<file path="src/rtl/sst_sequencer_if.sv">
// Save-state register bus plus the save (out) and load (in) byte streams of sst_sequencer.
// master is the sequencer side; slave is the mapper / stream endpoint side.
interface sst_sequencer_if #(
    parameter int unsigned ADDR_W = 8
);
    logic              sst_act;
    logic [ADDR_W-1:0] sst_addr;
    logic              sst_we_reg;
    logic [7:0]        sst_dato;
    logic [7:0]        sst_din;

    logic [7:0]        so_data;
    logic              so_valid;
    logic              so_ready;

    logic [7:0]        si_data;
    logic              si_valid;
    logic              si_ready;

    modport master (
        output sst_act, sst_addr, sst_we_reg, sst_dato,
        input  sst_din,
        output so_data, so_valid,
        input  so_ready,
        input  si_data, si_valid,
        output si_ready
    );

    modport slave (
        input  sst_act, sst_addr, sst_we_reg, sst_dato,
        output sst_din,
        input  so_data, so_valid,
        output so_ready,
        output si_data, si_valid,
        input  si_ready
    );
endinterface

</file>
<file path="src/rtl/sst_sequencer.sv">
// Save-state sequencer: walks mapper registers 0..N_REGS-1, streaming them out (save) or in (load).
// Define SST_CHKSUM_EN to append/verify an 8-bit running-sum byte and expose chk_err.
module sst_sequencer #(
    parameter int unsigned ADDR_W = 8,
    parameter int unsigned N_REGS = 64
) (
    input  logic             clk,
    input  logic             map_rst,
    input  logic             cmd_save,
    input  logic             cmd_load,
    input  logic             cmd_abort,
    sst_sequencer_if.master  bus,
    output logic             busy,
    output logic             done
`ifdef SST_CHKSUM_EN
    ,
    output logic             chk_err
`endif
);

    localparam logic [ADDR_W-1:0] LastIdx = ADDR_W'(N_REGS - 1);

    typedef enum logic [2:0] {
        StIdle,
        StSAddr,
        StSOut,
        StLIn,
        StLWr,
        StFin,
        StSSum,
        StLSum
    } state_e;

    state_e            state_q, state_d;
    logic [ADDR_W-1:0] idx_q, idx_d;
    logic [7:0]        so_data_q, so_data_d;
    logic [7:0]        dato_q, dato_d;
`ifdef SST_CHKSUM_EN
    logic [7:0]        sum_q, sum_d;
    logic              chk_err_q, chk_err_d;
`endif

    always_ff @(posedge clk) begin
        if (map_rst) begin
            state_q   <= StIdle;
            idx_q     <= '0;
            so_data_q <= '0;
            dato_q    <= '0;
`ifdef SST_CHKSUM_EN
            sum_q     <= '0;
            chk_err_q <= 1'b0;
`endif
        end else begin
            state_q   <= state_d;
            idx_q     <= idx_d;
            so_data_q <= so_data_d;
            dato_q    <= dato_d;
`ifdef SST_CHKSUM_EN
            sum_q     <= sum_d;
            chk_err_q <= chk_err_d;
`endif
        end
    end

    always_comb begin
        state_d   = state_q;
        idx_d     = idx_q;
        so_data_d = so_data_q;
        dato_d    = dato_q;
`ifdef SST_CHKSUM_EN
        sum_d     = sum_q;
        chk_err_d = chk_err_q;
`endif
        // Abort beats any handshake or pending write; datapath is left untouched.
        if (cmd_abort && state_q != StIdle) begin
            state_d = StIdle;
        end else begin
            case (state_q)
                StIdle: begin
                    if (cmd_save || cmd_load) begin
                        state_d = cmd_save ? StSAddr : StLIn;
                        idx_d   = '0;
`ifdef SST_CHKSUM_EN
                        sum_d     = '0;
                        chk_err_d = 1'b0;
`endif
                    end
                end
                StSAddr: begin
                    state_d   = StSOut;
                    so_data_d = bus.sst_din;
`ifdef SST_CHKSUM_EN
                    sum_d = sum_q + bus.sst_din;
`endif
                end
                StSOut: begin
                    if (bus.so_ready) begin
                        if (idx_q == LastIdx) begin
`ifdef SST_CHKSUM_EN
                            state_d   = StSSum;
                            so_data_d = sum_q;
`else
                            state_d = StFin;
`endif
                        end else begin
                            state_d = StSAddr;
                            idx_d   = idx_q + ADDR_W'(1);
                        end
                    end
                end
                StSSum: begin
                    if (bus.so_ready) state_d = StFin;
                end
                StLIn: begin
                    if (bus.si_valid) begin
                        state_d = StLWr;
                        dato_d  = bus.si_data;
`ifdef SST_CHKSUM_EN
                        sum_d = sum_q + bus.si_data;
`endif
                    end
                end
                StLWr: begin
                    if (idx_q == LastIdx) begin
`ifdef SST_CHKSUM_EN
                        state_d = StLSum;
`else
                        state_d = StFin;
`endif
                    end else begin
                        state_d = StLIn;
                        idx_d   = idx_q + ADDR_W'(1);
                    end
                end
                StLSum: begin
                    if (bus.si_valid) begin
                        state_d = StFin;
`ifdef SST_CHKSUM_EN
                        chk_err_d = (bus.si_data != sum_q);
`endif
                    end
                end
                StFin:   state_d = StIdle;
                default: state_d = StIdle;
            endcase
        end
    end

    always_comb begin
        busy           = (state_q != StIdle);
        done           = (state_q == StFin);
        bus.sst_act    = busy;
        bus.sst_addr   = idx_q;
        bus.sst_we_reg = (state_q == StLWr);
        bus.sst_dato   = dato_q;
        bus.so_data    = so_data_q;
        bus.so_valid   = (state_q == StSOut) || (state_q == StSSum);
        bus.si_ready   = (state_q == StLIn) || (state_q == StLSum);
`ifdef SST_CHKSUM_EN
        chk_err        = chk_err_q;
`endif
    end

endmodule
</file>
<file path="src/flat_wrapper.sv">
// flat-port wrapper written by rule: the top's interface ports become plain ports
module sst_sequencer_flat 
#(
    parameter int unsigned ADDR_W = 8,
    parameter int unsigned N_REGS = 64
)
  (clk, map_rst, cmd_save, cmd_load, cmd_abort, busy, done, bus_sst_act, bus_sst_addr, bus_sst_we_reg, bus_sst_dato, bus_sst_din, bus_so_data, bus_so_valid, bus_so_ready, bus_si_data, bus_si_valid, bus_si_ready);
  sst_sequencer_if #(.ADDR_W(ADDR_W)) bus_i ();
  input  logic clk;
  input  logic map_rst;
  input  logic cmd_save;
  input  logic cmd_load;
  input  logic cmd_abort;
  output logic busy;
  output logic done;
  output wire logic [$bits(bus_i.sst_act)-1:0] bus_sst_act;
  output wire logic [$bits(bus_i.sst_addr)-1:0] bus_sst_addr;
  output wire logic [$bits(bus_i.sst_we_reg)-1:0] bus_sst_we_reg;
  output wire logic [$bits(bus_i.sst_dato)-1:0] bus_sst_dato;
  input wire logic [$bits(bus_i.sst_din)-1:0] bus_sst_din;
  output wire logic [$bits(bus_i.so_data)-1:0] bus_so_data;
  output wire logic [$bits(bus_i.so_valid)-1:0] bus_so_valid;
  input wire logic [$bits(bus_i.so_ready)-1:0] bus_so_ready;
  input wire logic [$bits(bus_i.si_data)-1:0] bus_si_data;
  input wire logic [$bits(bus_i.si_valid)-1:0] bus_si_valid;
  output wire logic [$bits(bus_i.si_ready)-1:0] bus_si_ready;
  assign bus_sst_act = bus_i.sst_act;
  assign bus_sst_addr = bus_i.sst_addr;
  assign bus_sst_we_reg = bus_i.sst_we_reg;
  assign bus_sst_dato = bus_i.sst_dato;
  assign bus_i.sst_din = bus_sst_din;
  assign bus_so_data = bus_i.so_data;
  assign bus_so_valid = bus_i.so_valid;
  assign bus_i.so_ready = bus_so_ready;
  assign bus_i.si_data = bus_si_data;
  assign bus_i.si_valid = bus_si_valid;
  assign bus_si_ready = bus_i.si_ready;
  sst_sequencer #(.ADDR_W(ADDR_W), .N_REGS(N_REGS)) u_core (.clk(clk), .map_rst(map_rst), .cmd_save(cmd_save), .cmd_load(cmd_load), .cmd_abort(cmd_abort), .bus(bus_i), .busy(busy), .done(done));
endmodule
</file>
<file path="config.mk">
export PLATFORM = sky130hd
export DESIGN_NAME = sst_sequencer_flat
export DESIGN_NICKNAME = d
export VERILOG_FILES = /design/src/rtl/sst_sequencer_if.sv /design/src/rtl/sst_sequencer.sv /design/src/flat_wrapper.sv
export SDC_FILE = /design/constraint.sdc
export NUM_CORES = 1
export LEC_CHECK = 0
export ABC_AREA = 1
export CORE_ASPECT_RATIO = 0.5
export CORE_MARGIN = 8
export CORE_UTILIZATION = 35
export CTS_CLUSTER_DIAMETER = 40
export DETAILED_ROUTE_END_ITERATION = 12
export PLACE_DENSITY = 0.79
export SKIP_CTS_REPAIR_TIMING = 1
export SYNTH_ARGS = -nofsm -noshare
export SYNTH_HDL_FRONTEND = slang
export SYNTH_SLANG_ARGS = --single-unit
</file>
<file path="constraint.sdc">
create_clock -name clk -period 1.4 [get_ports clk]
set_clock_uncertainty 0.2 [all_clocks]
set_input_delay 0.21 -clock clk [delete_from_list [all_inputs] [get_ports clk]]
set_output_delay 0.21 -clock clk [all_outputs]
set_load 0.02 [all_outputs]
</file>
==> impl.org <==
** Critical path
- Arrival time worst endpoint :: 1.64 ns
- Critical Path Most Common Cell :: sky130_fd_sc_hd__nand2_2
- Worst setup path category :: flip-flop to flip-flop
- FF-to-FF Start :: u_core.state_q[2]$_SDFFE_PP0P_
- STA puts the critical path data required time at 1.42 ns.
- The slowest stage of the critical path belongs to the cell sky130_fd_sc_hd__dfxtp_4.
- Capturing element type of the critical path :: flip-flop
- Cells on worst reg2reg path :: 8
- Along the worst path, the maximum fanout reaches 6.
- Endpoint of the worst register-to-register path :: u_core.bus.sst_addr[3]$_SDFFE_PP0P_
- Reg-to-reg setup timing slack :: -0.22 ns
- The critical path goes through nor2_4 -> nand2_2 -> nand2_2 -> buf_6 -> clkinvlp_4 -> nor2_2 -> nand2_2 -> a21oi_2.
- CP Launch Type :: flip-flop
- Largest stage delay on the critical path :: 0.37 ns

** Finish
- 0 antenna diodes ended up in the layout.
- At the end of the flow, the number of nets in the layout was 303.
- Compared with the post-synthesis result, the final layout area differs by 76.96%.
- After routing the design area is 2345 µm².
- Ratio of cells with drive above 1 in the final layout :: 33.81%

** GRT
- Largest net degree at the start of global routing :: 17
- The number of global-route vias before repair is 1479.
- Global route total overflow :: 0
- The first global-routing pass estimated 6492 µm of wire.
- In the global route stage, overall resource usage came out at 13.37%.
- Initial antenna violation count :: 0

** Floorplan
- DIE AREA :: 6130 µm²
- Width of the die :: 103.0 µm
- Starting Density :: 37.55%
- The total area inside the core boundary comes to 3528 µm².
- In this run the vertical extent of the chip is 59.51 µm.
- Total number of placement rows :: 15
- # IOs :: 53

** Place
- Worst Setup Slack post-DPL :: -0.3454 ns
- # port buffers :: 52
- Once detailed placement completed, the half-perimeter wirelength came to 3138 µm.
- Cell area after placement :: 2117 µm²
- RePlAce Congestion :: 0.8805

** Clock tree
- CTS clk-pin slew, worst paths :: 0.09 ns
- Clock tree from TritonCTS :: yes
- Clock net sink count :: 27
- Maximum level of the CTS H-tree :: 1
- Buffer levels on the longest clock path :: 2
- Root buffer cell :: sky130_fd_sc_hd__clkbuf_8
- The clock reaches the later pin of the worst-skew pair after 0.28 ns.
- Clock buffer count from CTS :: 3

** Synthesis
- Proportion of synthesized chip area in sequential cells :: 40.79%
- Count of state elements after synthesis :: 27
- Counting flops with a built-in enable in the synthesized netlist gives 0.
- Summed over all instances, the cell type with the most area after synthesis is sky130_fd_sc_hd__dfxtp_1.
- The Yosys step of the flow raised 0 warnings.
- Most common cell in the netlist :: sky130_fd_sc_hd__nor2_1
- In the synthesized netlist the dominant register cell turns out to be sky130_fd_sc_hd__dfxtp_1.
- Syn Nets :: 220
- Distinct cell type count of the synthesized netlist :: 25
- After synthesis, the share of flip-flops with an asynchronous set or reset is 0%.
- Mapped Area :: 1325 µm²
- Avg Synthesized Cell Area :: 6.760 µm²
- Share of the synthesized area in the top cell type :: 40.79%
- Synth area leaders :: sky130_fd_sc_hd__dfxtp_1, sky130_fd_sc_hd__nor2_1, sky130_fd_sc_hd__nand2_1
- In the synthesized netlist, the cells that appear most often are sky130_fd_sc_hd__nor2_1, sky130_fd_sc_hd__nand2_1, sky130_fd_sc_hd__dfxtp_1, sky130_fd_sc_hd__o21ai_0, sky130_fd_sc_hd__inv_1.
- In the synthesized netlist, the number of instances is 196.

** Route
- In this run, the number of DRC markers left after iteration 0 of detailed routing was 50.
- For this run, design rule violations remaining after detail routing come to 0.
- In the routed layout, each cell is associated on average with a via count of 4.641.
- The final layout contains routed wiring with a total length of 4461 µm.
- Number of vias after detailed routing :: 1527
- The first TritonRoute pass finished after 5 iterations.
- Routed wire length per instance :: 13.56 µm
- In this run the remaining antenna-violating nets after routing total 0.

** STA
- The final-report max-slew violation count was 0.
- After layout, the worst path uses 115.6% of the clock period.
- For the finished layout, the period the worst path requires is 1.618 ns.
- Max transition margin :: 72.94%
- Count of final hold-check violations :: 0
- For the pin with the worst max-slew slack, the measured transition is 0.4054 ns.
- Maximum clock frequency :: 618.1 MHz
- Setup repair after global routing could not meet its margin everywhere.
- Setup-failing EPs final :: 32
- Least setup slack across all paths after layout :: -0.2179 ns

** Run status
- Failing checks :: negative setup slack
- Run status :: finished with violations

** Min path
- Worst Hold Path EP :: u_core.bus.sst_dato[3]$_SDFFE_PP0P_
- Worst hold path class :: flip-flop to flip-flop
- The worst hold path passes through 2 cells.
- Launch point of the worst hold path :: u_core.bus.sst_dato[3]$_SDFFE_PP0P_

** Pwr
- Worst IR drop on VDD :: 0.0008793 V
- Total power per unit cell area :: 1597 nW/µm²
- Static leakage :: 0.001334 µW

** Run
- The tool flagged a number of max-cap violations equal to 0.
[metrics by stage]
| step | TNS (ns) | std cells | hold WS [ns] | util [%] | total power [µW] |
|---|---|---|---|---|---|
| 3_5_place_dp | -8.619 | 321 | 0.2708 | 60.00 | 3040 |
| 5_1_grt | -7.445 | 329 | 0.3009 | 66.45 | 4002 |
| 4_1_cts | -14.95 | 325 | 0.2928 | 61.31 | 3487 |
| 3_3_place_gp | -7.700 | 321 | 0.2644 | 60.00 | 2998 |
| 6_report | -4.410 | 329 | 0.2838 | 66.45 | 3745 |
| 2_1_floorplan | -1.173 | 196 | 0.1449 | - | 2189 |
[registers in the layout, summed over array words and instances (netlist names)]
register and flops:
u_core.bus.sst_dato 8, u_core.bus.so_data 8, u_core.bus.sst_addr 8, u_core.state_q 3
[placed cells by master (no fill, tap or decap)]
cell type                         synthesis  final
sky130_fd_sc_hd__o21ai_0                 20     12
sky130_fd_sc_hd__clkbuf_2                 0      2
sky130_fd_sc_hd__nor2_2                   1      9
sky130_fd_sc_hd__dfxtp_4                  0      5
sky130_fd_sc_hd__nand3b_1                 1      1
sky130_fd_sc_hd__buf_4                    1     28
sky130_fd_sc_hd__nor2_1                  56     46
sky130_fd_sc_hd__nand3_2                  1      2
sky130_fd_sc_hd__xor2_1                   2      2
sky130_fd_sc_hd__ha_2                     0      1
sky130_fd_sc_hd__buf_6                    1      5
sky130_fd_sc_hd__nand3_4                  0      1
sky130_fd_sc_hd__nand2_4                  1      2
sky130_fd_sc_hd__dfxtp_2                  0      2
sky130_fd_sc_hd__nand4_4                  0      1
sky130_fd_sc_hd__clkinvlp_4               0      1
sky130_fd_sc_hd__buf_2                    0      3
sky130_fd_sc_hd__nor2_4                   2      4
sky130_fd_sc_hd__a21oi_1                  9      4
sky130_fd_sc_hd__a21oi_2                  0      5
sky130_fd_sc_hd__xnor2_1                  1      1
sky130_fd_sc_hd__nor3_2                   0      1
sky130_fd_sc_hd__nand2_2                  3     10
sky130_fd_sc_hd__inv_2                    3      4
sky130_fd_sc_hd__clkdlybuf4s50_1          0     22
sky130_fd_sc_hd__nand3_1                  6      4
sky130_fd_sc_hd__dfxtp_1                 27     20
sky130_fd_sc_hd__clkinv_2                 0      1
sky130_fd_sc_hd__dlymetal6s2s_1           0     22
sky130_fd_sc_hd__o21bai_1                 1      1
sky130_fd_sc_hd__a31oi_2                  0      1
sky130_fd_sc_hd__inv_1                   13      9
sky130_fd_sc_hd__o21ai_1                  0      8
sky130_fd_sc_hd__inv_4                    0      2
sky130_fd_sc_hd__nand2_1                 40     32
sky130_fd_sc_hd__clkbuf_8                 0      3
sky130_fd_sc_hd__a21oi_4                  1      1
[logic make-up (layout without fill, tap and decap cells)]
group	after synthesis	after routing	synth area share (%)
AO/OA/AOI/OAI	32	32	13.22
buffers and inverters	20	102	6.516
adder cells (fa/ha/maj)	1	1	0.9441
flip-flops	27	27	40.79
XOR/XNOR	3	3	1.983
AND/OR/NAND/NOR	113	113	36.54
[area by class of cell]
class | instances | area [µm²]
sequential | 27 | 561.8
multi-input combinational | 149 | 817.0
clock inverter | 1 | 5.005
fill | 304 | 1184
clock buffer | 3 | 41.29
timing repair buffer | 82 | 787.0
tap | 51 | 63.81
inverter | 16 | 68.82
[critical path, delay by kind of cell, from the launching register on]
kind	cells	cell delay (ns)
AND/OR/NAND/NOR	5	0.61
AO/OA/AOI/OAI	1	0.11
buffers and inverters	2	0.27
flip-flops	1	0.37
[worst max path at each step]
stage	to	start	cells after the start	slack, ns
3_5_place_dp	u_core.bus.sst_addr[0]$_SDFFE_PP0P_	cmd_abort	7	-0.35
5_1_grt	u_core.bus.sst_addr[3]$_SDFFE_PP0P_	u_core.state_q[2]$_SDFFE_PP0P_	8	-0.32
3_3_place_gp	bus_sst_we_reg	u_core.state_q[0]$_SDFFE_PP0P_	4	-0.30
4_1_cts	bus_sst_we_reg	u_core.state_q[0]$_SDFFE_PP0P_	4	-0.62
6_report	u_core.bus.sst_addr[3]$_SDFFE_PP0P_	u_core.state_q[2]$_SDFFE_PP0P_	8	-0.22
2_1_floorplan	u_core.bus.sst_addr[1]$_SDFFE_PP0P_	u_core.state_q[0]$_SDFFE_PP0P_	9	-0.15
[layer usage]
metal | global-route usage (%) | wire [µm] | vias to the layer above | part of all wire, %
met3 | 3.513 | 220 | 4 | 4.9
met4 | 6.110 | 57 | 0 | 1.3
li1 | - | - | 780 | -
met2 | 24.52 | 2358 | 47 | 53
met1 | 14.15 | 1825 | 696 | 41
met5 | 0 | 0 | - | 0
[where the power goes]
part / internal, µW / switching, µW
Sequential: 944 / 121
Combinational: 958 / 1270
Clock: 200 / 249
Total: 2100 / 1640
Power figures use the tool's default switching activity.
